File: config.mk
export PLATFORM = sky130hd
export DESIGN_NAME = signal_monitor
export DESIGN_NICKNAME = d
export VERILOG_FILES = /design/src/rtl/signal_monitor.sv
export SDC_FILE = /design/constraint.sdc
export NUM_CORES = 1
export LEC_CHECK = 0
export BUFFER_PORTS_ARGS = -buffer_cell sky130_fd_sc_hd__buf_2
export CAP_MARGIN = 30
export CORE_MARGIN = 5
export CORE_UTILIZATION = 35
export CTS_CLUSTER_SIZE = 20
export DETAILED_ROUTE_END_ITERATION = 10
export HOLD_SLACK_MARGIN = 0.02
export PLACE_DENSITY = 0.49
export RECOVER_POWER = 50
export SKIP_CTS_REPAIR_TIMING = 1
export SLEW_MARGIN = 20
export SYNTH_ARGS = -nofsm -noshare
export SYNTH_HDL_FRONTEND = slang
export SYNTH_SLANG_ARGS = --single-unit
File: constraint.sdc
create_clock -name clk -period 2.7 [get_ports clk]
set_input_delay 0 -clock clk [delete_from_list [all_inputs] [get_ports clk]]
set_output_delay 0 -clock clk [all_outputs]
set_load 0.02 [all_outputs]
File: src/rtl/signal_monitor.sv
// Multi-channel edge/level event counter over a programmable sample window.
// Saturating per-channel counters with sticky overflow, read back through a channel-select mux.
module signal_monitor #(
   parameter int CHANNELS = 4,
   parameter int CNT_W    = 8,
   parameter int WIN_W    = 8,
   parameter int CH_W     = (CHANNELS > 1) ? $clog2(CHANNELS) : 1
) (
   input  logic                clk,
   input  logic                reset,
   input  logic [CHANNELS-1:0] din,
   input  logic [1:0]          mode,
   input  logic [WIN_W-1:0]    window,
   input  logic                start,
   input  logic [CH_W-1:0]     rd_sel,
   output logic                busy,
   output logic                done,
   output logic [CNT_W-1:0]    rd_count,
   output logic                rd_ovf,
   output logic [CHANNELS-1:0] ovf
);

   typedef enum logic [1:0] {
      S_IDLE    = 2'd0,
      S_MEASURE = 2'd1,
      S_DONE    = 2'd2
   } state_t;

   state_t               r_state;
   state_t               w_next;
   logic [1:0]           r_mode;
   logic [WIN_W-1:0]     r_remain;
   logic [CHANNELS-1:0]  r_prev;
   logic [CHANNELS-1:0]  r_ovf;
   logic [CNT_W-1:0]     r_cnt [CHANNELS];

   logic                 w_accept;
   logic [CHANNELS-1:0]  w_rise;
   logic [CHANNELS-1:0]  w_fall;
   logic [CHANNELS-1:0]  w_evt;

   assign w_accept = (r_state == S_IDLE) && start && (window != '0);
   assign w_rise   = din & ~r_prev;
   assign w_fall   = ~din & r_prev;

   always_ff @(posedge clk or posedge reset) begin
      if (reset) begin
         r_state <= S_IDLE;
      end else begin
         r_state <= w_next;
      end
   end

   always_comb begin
      w_next = r_state;
      case (r_state)
         S_IDLE:    if (w_accept) w_next = S_MEASURE;
         S_MEASURE: if (r_remain == WIN_W'(1)) w_next = S_DONE;
         S_DONE:    w_next = S_IDLE;
         default:   w_next = S_IDLE;
      endcase
   end

   always_comb begin
      busy = (r_state != S_IDLE);
      done = (r_state == S_DONE);
   end

   always_comb begin
      w_evt = '0;
      case (r_mode)
         2'b00:   w_evt = w_rise;
         2'b01:   w_evt = w_fall;
         2'b10:   w_evt = w_rise | w_fall;
         default: w_evt = din;
      endcase
   end

   // Overflow flags on an event that arrives while the counter already sits at all-ones.
   always_ff @(posedge clk or posedge reset) begin
      if (reset) begin
         r_mode   <= 2'b00;
         r_remain <= '0;
         r_prev   <= '0;
         r_ovf    <= '0;
         for (int unsigned i = 0; i < CHANNELS; i++) begin
            r_cnt[i] <= '0;
         end
      end else if (w_accept) begin
         r_mode   <= mode;
         r_remain <= window;
         r_prev   <= din;
         r_ovf    <= '0;
         for (int unsigned i = 0; i < CHANNELS; i++) begin
            r_cnt[i] <= '0;
         end
      end else if (r_state == S_MEASURE) begin
         r_prev   <= din;
         r_remain <= r_remain - 1'b1;
         for (int unsigned i = 0; i < CHANNELS; i++) begin
            if (w_evt[i]) begin
               if (r_cnt[i] == '1) begin
                  r_ovf[i] <= 1'b1;
               end else begin
                  r_cnt[i] <= r_cnt[i] + 1'b1;
               end
            end
         end
      end
   end

   always_comb begin
      rd_count = '0;
      rd_ovf   = 1'b0;
      for (int unsigned i = 0; i < CHANNELS; i++) begin
         if (rd_sel == i[CH_W-1:0]) begin
            rd_count = r_cnt[i];
            rd_ovf   = r_ovf[i];
         end
      end
   end

   assign ovf = r_ovf;

endmodule

* After elaboration in Yosys (flattened, before gate mapping)
Index checks and enable logic that the tools add are counted.
** Storage, ports and cells
- Bits in registers :: 52
- Bits in latches :: 0
- Bits in writable memories :: 0
- Memory bits (read-only) :: 0
- Output and inout bits :: 15
- Word-level logic and storage cells :: 101
- Memories kept :: 0
** Cells by class
- Add/subtract/negate cells :: 5
- Multiply operators :: 0
- Div/mod/pow operators :: 0
- Order comparisons :: 0
- Equality and inequality tests :: 18
- Shift-type cells :: 0
- Mux-type cells :: 36
- Bitwise operators :: 5
- Reduce and logical (&&, ||, !) cells :: 25
** Operators with widths (number)
- 8-bit 2-to-1 mux :: 14
- 32-bit 2-to-1 mux :: 2
- 8-bit by 1-bit adder with 8-bit output (second input constant) :: 4
- 8-bit equality test (second input constant) :: 4
- 3-bit AND reduction :: 8
- 2-bit nonzero test :: 10
- 4-bit 2-to-1 mux :: 4
- 1-bit 2-to-1 mux :: 12
- 2-bit != test (second input constant) :: 6
- 4-bit case mux with 3 select lines :: 1
- 4-bit bitwise AND :: 2
- 2-bit equality test (second input constant) :: 4
- 8-bit by 1-bit equality test with 1-bit output (second input constant) :: 1
- 4-bit NOT :: 2
- 8-bit nonzero test :: 1
- 8-bit by 1-bit subtractor with 8-bit output (second input constant) :: 1
- 2-bit by 1-bit equality test with 1-bit output (second input constant) :: 3
- 2-bit zero test :: 3
- 2-bit 2-to-1 mux :: 2
- 4-bit OR :: 1
- 2-bit case mux with 2 select lines :: 1
- 1-bit logical AND :: 2
- 2-bit AND reduction :: 1

* Depth between registers and ports, before layout
Gate-level depths: netlist of the first run.
- Depth after elaboration :: 7
- Depth in mapped cells :: 7
- Depth with buffers taken out :: 6

* Worst setup path before layout of the first run
No wires, ideal clock.
- Kind :: flip-flop to flip-flop
- Start point :: register r_state[1]
- End point :: register r_cnt[23] in the netlist's numbering
- Setup time :: 120 ps
- Data arrival time :: 1783 ps
- Setup slack :: 797 ps
- Cell stages (with the launch flop) :: 6
- Buffers on the path :: 1
- Clock period less this slack :: 1903 ps
- Cells stage by stage :: dfrtp_1 > or3b_1 > buf_2 > o32a_2 > or4_1 > o211a_1
** Between the ends
- Word-level cells in the longest chain between the ends :: 5
- Elaborated cells on any way between the ends :: 9
- Those cells by class :: 2 x eq/ne; 1 x mux; 6 x reduce/logical
** RTL lines
- start: declaration :: RTL line 29 : state_t r_state;
- start signal: assignment :: RTL line 50 : r_state <= w_next;
- 2-bit zero test :: RTL line 42 : assign w_accept = (r_state == S_IDLE) && start && (window != '0);
- 1-bit logical AND (2 in series) :: RTL line 42
- 2-bit != test (no line) / 2-bit nonzero test (equally long branches)
- 3-bit AND reduction (no line)
- end signal: indexed assignment :: RTL line 105 : r_cnt[i] <= r_cnt[i] + 1'b1;
- end: declaration :: RTL line 35 : logic [CNT_W-1:0] r_cnt [CHANNELS];
Several ways; a longest one is shown, not always the timed one.
A chain may end at the register's enable or synchronous reset.

* Final worst setup path of the first run
Ends and elaborated chain as after synthesis.

==> reports/results.txt, run 1 <==
Status: completed
Reg2reg setup slack: 0.58 ns
Worst setup SP type: flip-flop
Endpoints failing setup: 0
Crit path DAT: 2.32 ns
Worst path top cell family by delay: simple AND/OR/NAND/NOR gates
Setup TNS: 0 ns
Final Hold Vio Count: 0
Synth Net Count: 352
Count of nets after finishing: 394
Switching Fraction: 43.3%
First-pass GRT wire length: 13.4 mm
Routed wire length: 8.44 mm
Drt initial violations: 135
Worst hold slack: 0.0121 ns
Mapped Cells: 319
VDD IR max: 0.000327 V
Vias in the first global route: 2519
DRC: 0
Fmax: 0.471 GHz
EDFF count, synth: 0
Fraction of layout cells with a size suffix above 1: 14.4%
Vias per inst: 5.72
Static leakage: 0.00156 uW
Layout area overhead: 15.8%
DRT Pass-1 Iters: 4
# IOs: 34
Syn_area_per_cell: 9.99 um^2
Top FF cell, synth: dfrtp_1
GRT overflow: 0
Worst Setup SP: r_state[1]
Layout Skew: 0.0107 ns
CTS Root Cell: clkbuf_8
Max Cap Viol: 0
Cell Int Power: 1900 uW
HP Class: in -> reg
Fill count: 854
GP Congestion: 0.790
Slew margin rel.: 19.9%
Starting density of the core: 36.2%
Period minus WS final: 2.12 ns
Sequential area share after synthesis: 40.8%
Critical path depth in cells: 4
Antenna diode count: 0
Worst-Skew Late Latency: 0.31 ns
Synth unique cells: 51
Syn. warnings: 0
# port buffers: 33
Worst setup EP type: flip-flop
Row cnt: 34
Power Dens Cells: 910 mW/mm^2
RSZ-0062 raised after global routing: false
Clk sinks: 52
Synth Register Bits: 52
CP Max Fanout: 16
Critical Path, Cell by Cell: nand3b_1 -> o32a_2 -> or4_1 -> o211a_1
Logic pwr share: 41.7%
WP buf/inv: 0
Critical R2R Launch: r_state[1]
Via count: 2687
Antenna-violating nets left: 0
Seq pwr share: 41.3%
Clock share of power: 16.9%
Critical path's slowest cell: o32a_2
Crit Path Category: reg -> reg
GR Util All Layers: 14.9%
DR WL/cell: 18.0 um
FF-to-FF path depth: 4
Slew @ Worst Pin: 1.20 ns
Asr flop ratio synth: 100%
Core box area: 0.00881 mm^2
DIE AREA: 0.0111 mm^2
Clk slew on worst S/H paths: 0.10 ns
Total net switching power: 1450 uW
Num CTS Buffers: 5
Max-slew violations: 0
Largest net degree at the start of global routing: 36
CTS max path bufs: 2
Req. time, crit path: 2.90 ns
Reg2reg end: r_cnt[23]
Initial antenna violation count: 0
Die Width: 105 um
H-Tree Depth: 2
Slowest stage delay, CP: 0.57 ns
Die Span Y: 105 um
Setup crit end: r_cnt[23]
CTS tree: done
Mapped Area: 0.00319 mm^2
DP Wirelength: 6.09 mm
Period utilization: 78.6%
## per-stage QoR
step                cell area, um^2  worst slack [ns]  cells  total power, uW  utilization, %
finish                         3690             0.578    470             3360            41.9
global route                   3690             0.453    470             3620            41.9
global placement               3450             0.601    448             2770            39.2
floorplan                      3190             0.797    319             2400               -
CTS                            3560             0.574    456             3380            40.5
detailed placement             3450             0.595    448             2800            39.2
## kinds of logic (layout without fill, tap and decap cells)
kind of cell	Yosys count	in the layout	synth area share (%)
AO/OA/AOI/OAI	68	68	16.1
adder cells (fa/ha/maj)	14	14	5.50
buffers and inverters	35	78	4.56
flip-flops	52	52	40.8
multiplexers	27	27	12.0
AND/OR/NAND/NOR	123	123	20.9
## how the worst min path moves through the flow
stage          startpoint  depth (start not counted)           to
2_1_floorplan     mode[0]                          2    r_mode[0]
3_3_place_gp        reset                          2    r_mode[1]
3_5_place_dp        reset                          2    r_mode[1]
4_1_cts             reset                          2  r_remain[7]
5_1_grt         window[0]                          3  r_remain[0]
6_report        window[0]                          3  r_remain[0]
## registers in the layout, indices dropped and copies added (netlist names)
signal	flops
r_cnt	32
r_remain	8
ovf	4
r_prev	4
r_mode	2
r_state	2
## synth_stat cells (3+ instances only)
cell      count  area (um^2)
a21oi_1      10         50.1
a221o_1       3         30.0
and4_1        6         52.6
buf_2         8         40.0
clkbuf_1      7         26.3
dfrtp_1      52         1300
ha_1         14          175
inv_1        18         67.6
mux2i_1      18          180
mux4_2        9          203
nand2_1      39          146
nand2b_1      7         43.8
nand3_1      17         85.1
nand4_1       4         25.0
nor2_1        5         18.8
nor2b_1       9         56.3
nor3_1       11         55.1
nor4_1        6         37.5
o211ai_1      9         67.6
o21ai_0       6         30.0
o311ai_0      6         52.6
o31ai_1      10         75.1
o32a_1        3         30.0
o41ai_1       6         52.6
or4_1         7         52.6
## routing by layer
metal | up-vias | share of wire, % | GRT usage (%) | routed length, um
met2 | 59 | 48 | 24.0 | 4020
met5 | - | 0 | 0 | 0
met1 | 1318 | 47 | 20.7 | 3990
li1 | 1301 | - | - | -
met4 | 0 | 1.1 | 3.94 | 89
met3 | 9 | 4.0 | 2.87 | 339
## cells in the final DEF, fill, tap and decap left out, types with 7 or more instances in the layout
master         count
o211ai_1           9
o31ai_1           10
a21oi_1           10
mux4_2             9
nor3_1            11
dfrtp_1           52
inv_1             18
clkbuf_1           8
nor2b_1            9
dlygate4sd3_1     14
nand2_1           39
nand2b_1           7
nand3_1           17
mux2i_1           18
ha_1              14
buf_2             27
or4_1              7
## worst min-delay path, cell delays in order
cell and delay (ns):
buf_2 0.09, o22ai_1 0.08, a21oi_1 0.12
## layout make-up
class / count / area [um^2] / share of cell area, %
clock buffer: 5 / 68.8 / 1.87
clock inverter: 3 / 46.3 / 1.25
inverter: 18 / 67.6 / 1.83
multi-input combinational: 232 / 1740 / 47.2
sequential: 52 / 1300 / 35.3
tap: 108 / 135 / 3.66
timing repair buffer: 52 / 328 / 8.88
## power by group through the flow
stage | Clock, uW | Combinational (uW) | Sequential (uW)
finish | 569 | 1400 | 1390
global route | 616 | 1560 | 1440
CTS | 590 | 1410 | 1390
detailed placement | 0 | 1400 | 1400
global placement | 0 | 1380 | 1400
floorplan | 0 | 1150 | 1250
Power figures use the tool's default switching activity.
==> run 2: changes to the inputs <==
--- a/config.mk
+++ b/config.mk
@@ -5,6 +5,7 @@
 export SDC_FILE = /design/constraint.sdc
 export NUM_CORES = 1
 export LEC_CHECK = 0
+export ABC_AREA = 1
 export BUFFER_PORTS_ARGS = -buffer_cell sky130_fd_sc_hd__buf_2
 export CAP_MARGIN = 30
 export CORE_MARGIN = 5
@@ -12,7 +13,7 @@
 export CTS_CLUSTER_SIZE = 20
 export DETAILED_ROUTE_END_ITERATION = 10
 export HOLD_SLACK_MARGIN = 0.02
-export PLACE_DENSITY = 0.49
+export PLACE_DENSITY = 0.51
 export RECOVER_POWER = 50
 export SKIP_CTS_REPAIR_TIMING = 1
 export SLEW_MARGIN = 20
==> constraint.sdc (replaced) <==
create_clock -name clk -period 1.8 [get_ports clk]
set_input_delay 0 -clock clk [delete_from_list [all_inputs] [get_ports clk]]
set_output_delay 0 -clock clk [all_outputs]
set_load 0.02 [all_outputs]
==> reports/results.txt, run 2 <==
Syn. warnings: 0
Setup TNS: 0 ns
Slew margin rel.: 46.7%
Share of the synthesized area in the top cell type: 35.8%
# port buffers: 33
Antenna-violating nets left: 0
Clk slew on worst S/H paths: 0.10 ns
Endpoints failing setup: 0
Vias in the first global route: 3300
First-pass GRT wire length: 16.2 mm
Commonest cells in the netlist: nand2_1, nand3_1, nor2_1
CTS tree: done
Static leakage: 0.00212 uW
Die Span Y: 112 um
Worst setup SP type: flip-flop
Row cnt: 37
Hold Path End: r_prev[0]
Crit Path Category: reg -> reg
Worst hold slack: -0.00146 ns
Area post-placement: 0.00404 mm^2
Drt initial violations: 231
CTS Root Cell: clkbuf_8
Mapped Area: 0.00364 mm^2
Sequential area share after synthesis: 35.8%
CP Max Fanout: 10
Routed wire length: 9.63 mm
Syn_area_per_cell: 6.75 um^2
Clk sinks: 52
Req. time, crit path: 2.05 ns
Layout area overhead: 16.8%
DR WL/cell: 13.2 um
Startpoint of the worst hold path: din[0]
GRT overflow: 0
Max Cap Viol: 0
Top FF cell, synth: dfrtp_1
Initial antenna violation count: 0
Vias per inst: 4.80
Fill count: 1110
Count leader, synth: nand2_1
Asr flop ratio synth: 100%
Largest net degree at the start of global routing: 35
Commonest non-fill, non-tap cells in the layout: nand2_1, nand3_1, nor2_1
Worst setup EP type: flip-flop
Reg2reg setup slack: 0.13 ns
Layout Skew: 0.00460 ns
CTS max path bufs: 2
Period utilization: 92.8%
Total power: 3640 uW
GRT met1 Usage: 21.9%
HP Class: in -> reg
EDFF count, synth: 0
Power Dens Cells: 855 mW/mm^2
Period minus WS final: 1.67 ns
Critical R2R Launch: r_prev[3]
WHS Path Cells: 3
Max reg flops: 32
Slew @ Worst Pin: 0.799 ns
Synth Register Bits: 52
DP Wirelength: 7.15 mm
Core box area: 0.0102 mm^2
GR Util All Layers: 15.5%
Met3 Use GR: 2.45%
Starting density of the core: 35.6%
Largest regs: r_cnt (32), r_remain (8)
Synth Net Count: 572
Die Width: 112 um
DIE AREA: 0.0125 mm^2
H-Tree Depth: 2
Fmax: 0.599 GHz
Antenna diode count: 0
Largest reg by FF count: r_cnt
Max-slew violations: 0
VDD IR max: 0.000402 V
DRC: 0
Final Hold Vio Count: 2
Most common cell after layout, fill and taps aside: nand2_1
FF-to-FF path depth: 9
Num CTS Buffers: 5
Global routing usage on met2: 25.6%
Worst-Skew Late Latency: 0.30 ns
Crit path DAT: 1.92 ns
Count of nets after finishing: 624
Via count: 3495
Mapped Cells: 539
# IOs: 34
Synth unique cells: 28
Failing checks: negative hold slack
Fraction of layout cells with a size suffix above 1: 11.3%
Synth top area cells: dfrtp_1, nand2_1, nand3_1
GP Congestion: 0.814
Worst Setup SP: r_prev[3]
Grt peak-use layer: met2
DRT Pass-1 Iters: 5
Synth area leader: dfrtp_1
Status: complete, but fails checks
Final Cell Area: 0.00425 mm^2
Reg2reg end: r_cnt[2]
[run 2: cell count changes after synthesis, moves of 10 or more]
| cell | delta |
|---|---|
| nor2_1 | +70 |
| o31ai_1 | -10 |
| nand2_1 | +145 |
| nand3_1 | +63 |
| mux2i_1 | -18 |
| inv_1 | +31 |
[run 2: power by group]
| part | internal, uW | switching, uW |
|---|---|---|
| clock network | 316 | 402 |
| logic | 500 | 657 |
| registers | 1390 | 374 |
| total | 2200 | 1430 |
[run 2: layout make-up]
| type | count | area (um^2) | area share (%) |
|---|---|---|---|
| Multi-Input combinational cell | 426 | 2100 | 49.4 |
| Sequential cell | 52 | 1300 | 30.6 |
| Timing Repair Buffer | 57 | 404 | 9.51 |
| Inverter | 49 | 184 | 4.33 |
| Tap cell | 136 | 170 | 4.00 |
| Clock buffer | 8 | 90.1 | 2.12 |
[run 2: cell families after synthesis]
group	share of synthesized area, %
buf+inv	7.01
fa+ha+maj	4.81
simple gates	43.6
flops	35.8
compound gates	5.50
xor+xnor	3.37
[run 2: worst max path at each step]
stage | depth (start not counted) | slack, ns | end
final | 9 | 0.13 | r_cnt[2]
after global routing | 7 | -0.008 | r_cnt[19]
after global placement | 7 | 0.11 | r_cnt[16]
after CTS | 7 | 0.06 | r_cnt[20]
after detailed placement | 7 | 0.09 | r_cnt[20]
after floorplan | 7 | 0.31 | r_cnt[16]
[run 2: routing by layer]
metal / share of wire (%) / vias up
li1: - / 1815
met1: 48 / 1605
met2: 47 / 70
met3: 4.3 / 5
met4: 0.62 / 0
met5: 0 / -
[run 2: per-stage QoR]
stage | hold slack [ns] | worst slack (ns) | cells | utilization (%)
after global routing | 0.0215 | -0.00829 | 728 | 41.6
after CTS | -0.294 | 0.0584 | 716 | 40.4
after global placement | 0.0467 | 0.106 | 708 | 39.5
after floorplan | 0.121 | 0.312 | 539 | -
final | -0.00146 | 0.130 | 728 | 41.6
after detailed placement | 0.0436 | 0.0855 | 708 | 39.5
[run 2: worst max-delay path: stages, from the launching register on]
cell and delay (ns):
dfrtp_1 0.41, ha_1 0.27, nand3b_1 0.09, nand3_1 0.06, nor2_1 0.28, nand2_2 0.06
buf_4 0.19, nand2_4 0.12, nand2_1 0.06, nand2_1 0.06
==> run 3: changes to the inputs <==
--- a/config.mk
+++ b/config.mk
@@ -16,7 +16,6 @@
 export PLACE_DENSITY = 0.51
 export RECOVER_POWER = 50
 export SKIP_CTS_REPAIR_TIMING = 1
-export SLEW_MARGIN = 20
 export SYNTH_ARGS = -nofsm -noshare
 export SYNTH_HDL_FRONTEND = slang
 export SYNTH_SLANG_ARGS = --single-unit
==> constraint.sdc (replaced) <==
create_clock -name clk -period 1.8 [get_ports clk]
set_input_delay 0.09 -clock clk [delete_from_list [all_inputs] [get_ports clk]]
set_output_delay 0.09 -clock clk [all_outputs]
set_load 0.02 [all_outputs]
==> reports/results.txt, run 3 (synthesis gave the netlist of run 2 again) <==
Die Width: 112 um
Critical path's slowest cell: dfrtp_1
Fraction of layout cells with a size suffix above 1: 12.5%
FF-to-FF path depth: 10
Reg2reg setup slack: 0.11 ns
DP Wirelength: 7.08 mm
Largest reg by FF count: r_cnt
Max reg flops: 32
Critical Path, Cell by Cell: ha_1 -> nand3b_1 -> nand3_1 -> nor2_1 -> buf_4 -> nand2_2 -> buf_4 -> nand2_4 -> nand2_1 -> nand2_1
Routed wire length: 9.55 mm
Antenna diode count: 0
Slew margin rel.: 49.3%
Num CTS Buffers: 5
Worst setup SP type: flip-flop
Hold Path End: r_remain[1]
Req. time, crit path: 2.02 ns
Count of nets after finishing: 622
Reg2reg end: r_cnt[2]
DR WL/cell: 13.2 um
Period minus WS final: 1.69 ns
HP Class: in -> reg
CTS Root Cell: clkbuf_8
# port buffers: 33
Max-slew violations: 0
Drt initial violations: 230
Final Cell Area: 0.00421 mm^2
# IOs: 34
Clk sinks: 52
Setup TNS: 0 ns
Slowest stage delay, CP: 0.41 ns
Core box area: 0.0102 mm^2
Global routing usage on met2: 25.5%
Crit Path Category: reg -> reg
Slew @ Worst Pin: 0.761 ns
Vias per inst: 4.83
CTS max path bufs: 2
Multi-input gate area: 0.00210 mm^2
Fmax: 0.591 GHz
VDD IR max: 0.000442 V
Startpoint of the worst hold path: window[1]
Die Span Y: 112 um
Clk slew on worst S/H paths: 0.11 ns
Largest regs: r_cnt (32), r_remain (8)
GP Congestion: 0.854
DIE AREA: 0.0125 mm^2
Worst setup EP type: flip-flop
Critical R2R Launch: r_prev[3]
Starting density of the core: 35.6%
Grt peak-use layer: met2
WHS Path Cells: 3
GR Util All Layers: 15.6%
Static leakage: 0.00211 uW
Row cnt: 37
Max Cap Viol: 0
CP Max Fanout: 10
Period utilization: 94.1%
Antenna-violating nets left: 0
Status: completed
H-Tree Depth: 2
Layout area overhead: 15.7%
Worst slack at placement: 0.120 ns
First-pass GRT wire length: 16.4 mm
Power Dens Cells: 891 mW/mm^2
Commonest non-fill, non-tap cells in the layout: nand2_1, nand3_1, nor2_1
Crit path DAT: 1.91 ns
Fill count: 1108
Most common cell after layout, fill and taps aside: nand2_1
DRT Pass-1 Iters: 5
RSZ-0062 raised after global routing: false
GRT overflow: 0
Final WS setup: 0.107 ns
Met3 Use GR: 2.17%
Worst-Skew Late Latency: 0.32 ns
WP buf/inv: 2
Final Core Density: 41.2%
Area post-placement: 0.00406 mm^2
Final Hold Vio Count: 0
Worst path top cell family by delay: simple AND/OR/NAND/NOR gates
DRC: 0
GRT met1 Usage: 21.7%
Via count: 3508
Seq. cell area: 0.00130 mm^2
CTS tree: done
Endpoints failing setup: 0
Initial antenna violation count: 0
Layout Skew: 0.0176 ns
Largest net degree at the start of global routing: 53
Vias in the first global route: 3377
-- run 3: area by class of cell --
type	instances	area share, %
Clock inverter	2	0.832
Sequential cell	52	30.9
Inverter	49	4.37
Clock buffer	6	1.72
Multi-Input combinational cell	426	50.0
Timing Repair Buffer	55	8.17
Tap cell	136	4.04
-- run 3: stage by stage --
stage | power (uW) | instances | hold slack (ns)
2_1_floorplan | 2550 | 539 | 0.211
3_3_place_gp | 2930 | 714 | 0.166
3_5_place_dp | 2940 | 714 | 0.172
4_1_cts | 3790 | 722 | -0.181
5_1_grt | 4060 | 726 | 0.0293
6_report | 3750 | 726 | 0.0257
-- run 3: how the worst max path moves through the flow --
stage / startpoint / endpoint / cells past startpoint
final: r_prev[3] / r_cnt[2] / 10
after global placement: r_cnt[17] / r_cnt[23] / 7
after CTS: r_cnt[17] / r_cnt[18] / 7
after floorplan: r_cnt[16] / r_cnt[16] / 7
after global routing: r_prev[3] / r_cnt[2] / 10
after detailed placement: r_prev[3] / r_cnt[5] / 10
-- run 3: where the power goes --
group | internal (uW) | switching [uW] | total [uW]
logic | 503 | 667 | 1170
registers | 1390 | 360 | 1750
clock network | 414 | 419 | 833
-- run 3: layer usage --
| metal | up-vias | wire (um) |
|---|---|---|
| met1 | 1640 | 4660 |
| li1 | 1809 | - |
| met3 | 11 | 313 |
| met4 | 0 | 136 |
| met5 | - | 0 |
| met2 | 48 | 4440 |
-- run 3: worst register-to-register path: stages, from the launching register on --
cell,delay (ns)
dfrtp_1,0.41
ha_1,0.27
nand3b_1,0.15
nand3_1,0.07
nor2_1,0.06
buf_4,0.14
nand2_2,0.05
buf_4,0.20
nand2_4,0.11
nand2_1,0.09
nand2_1,0.05
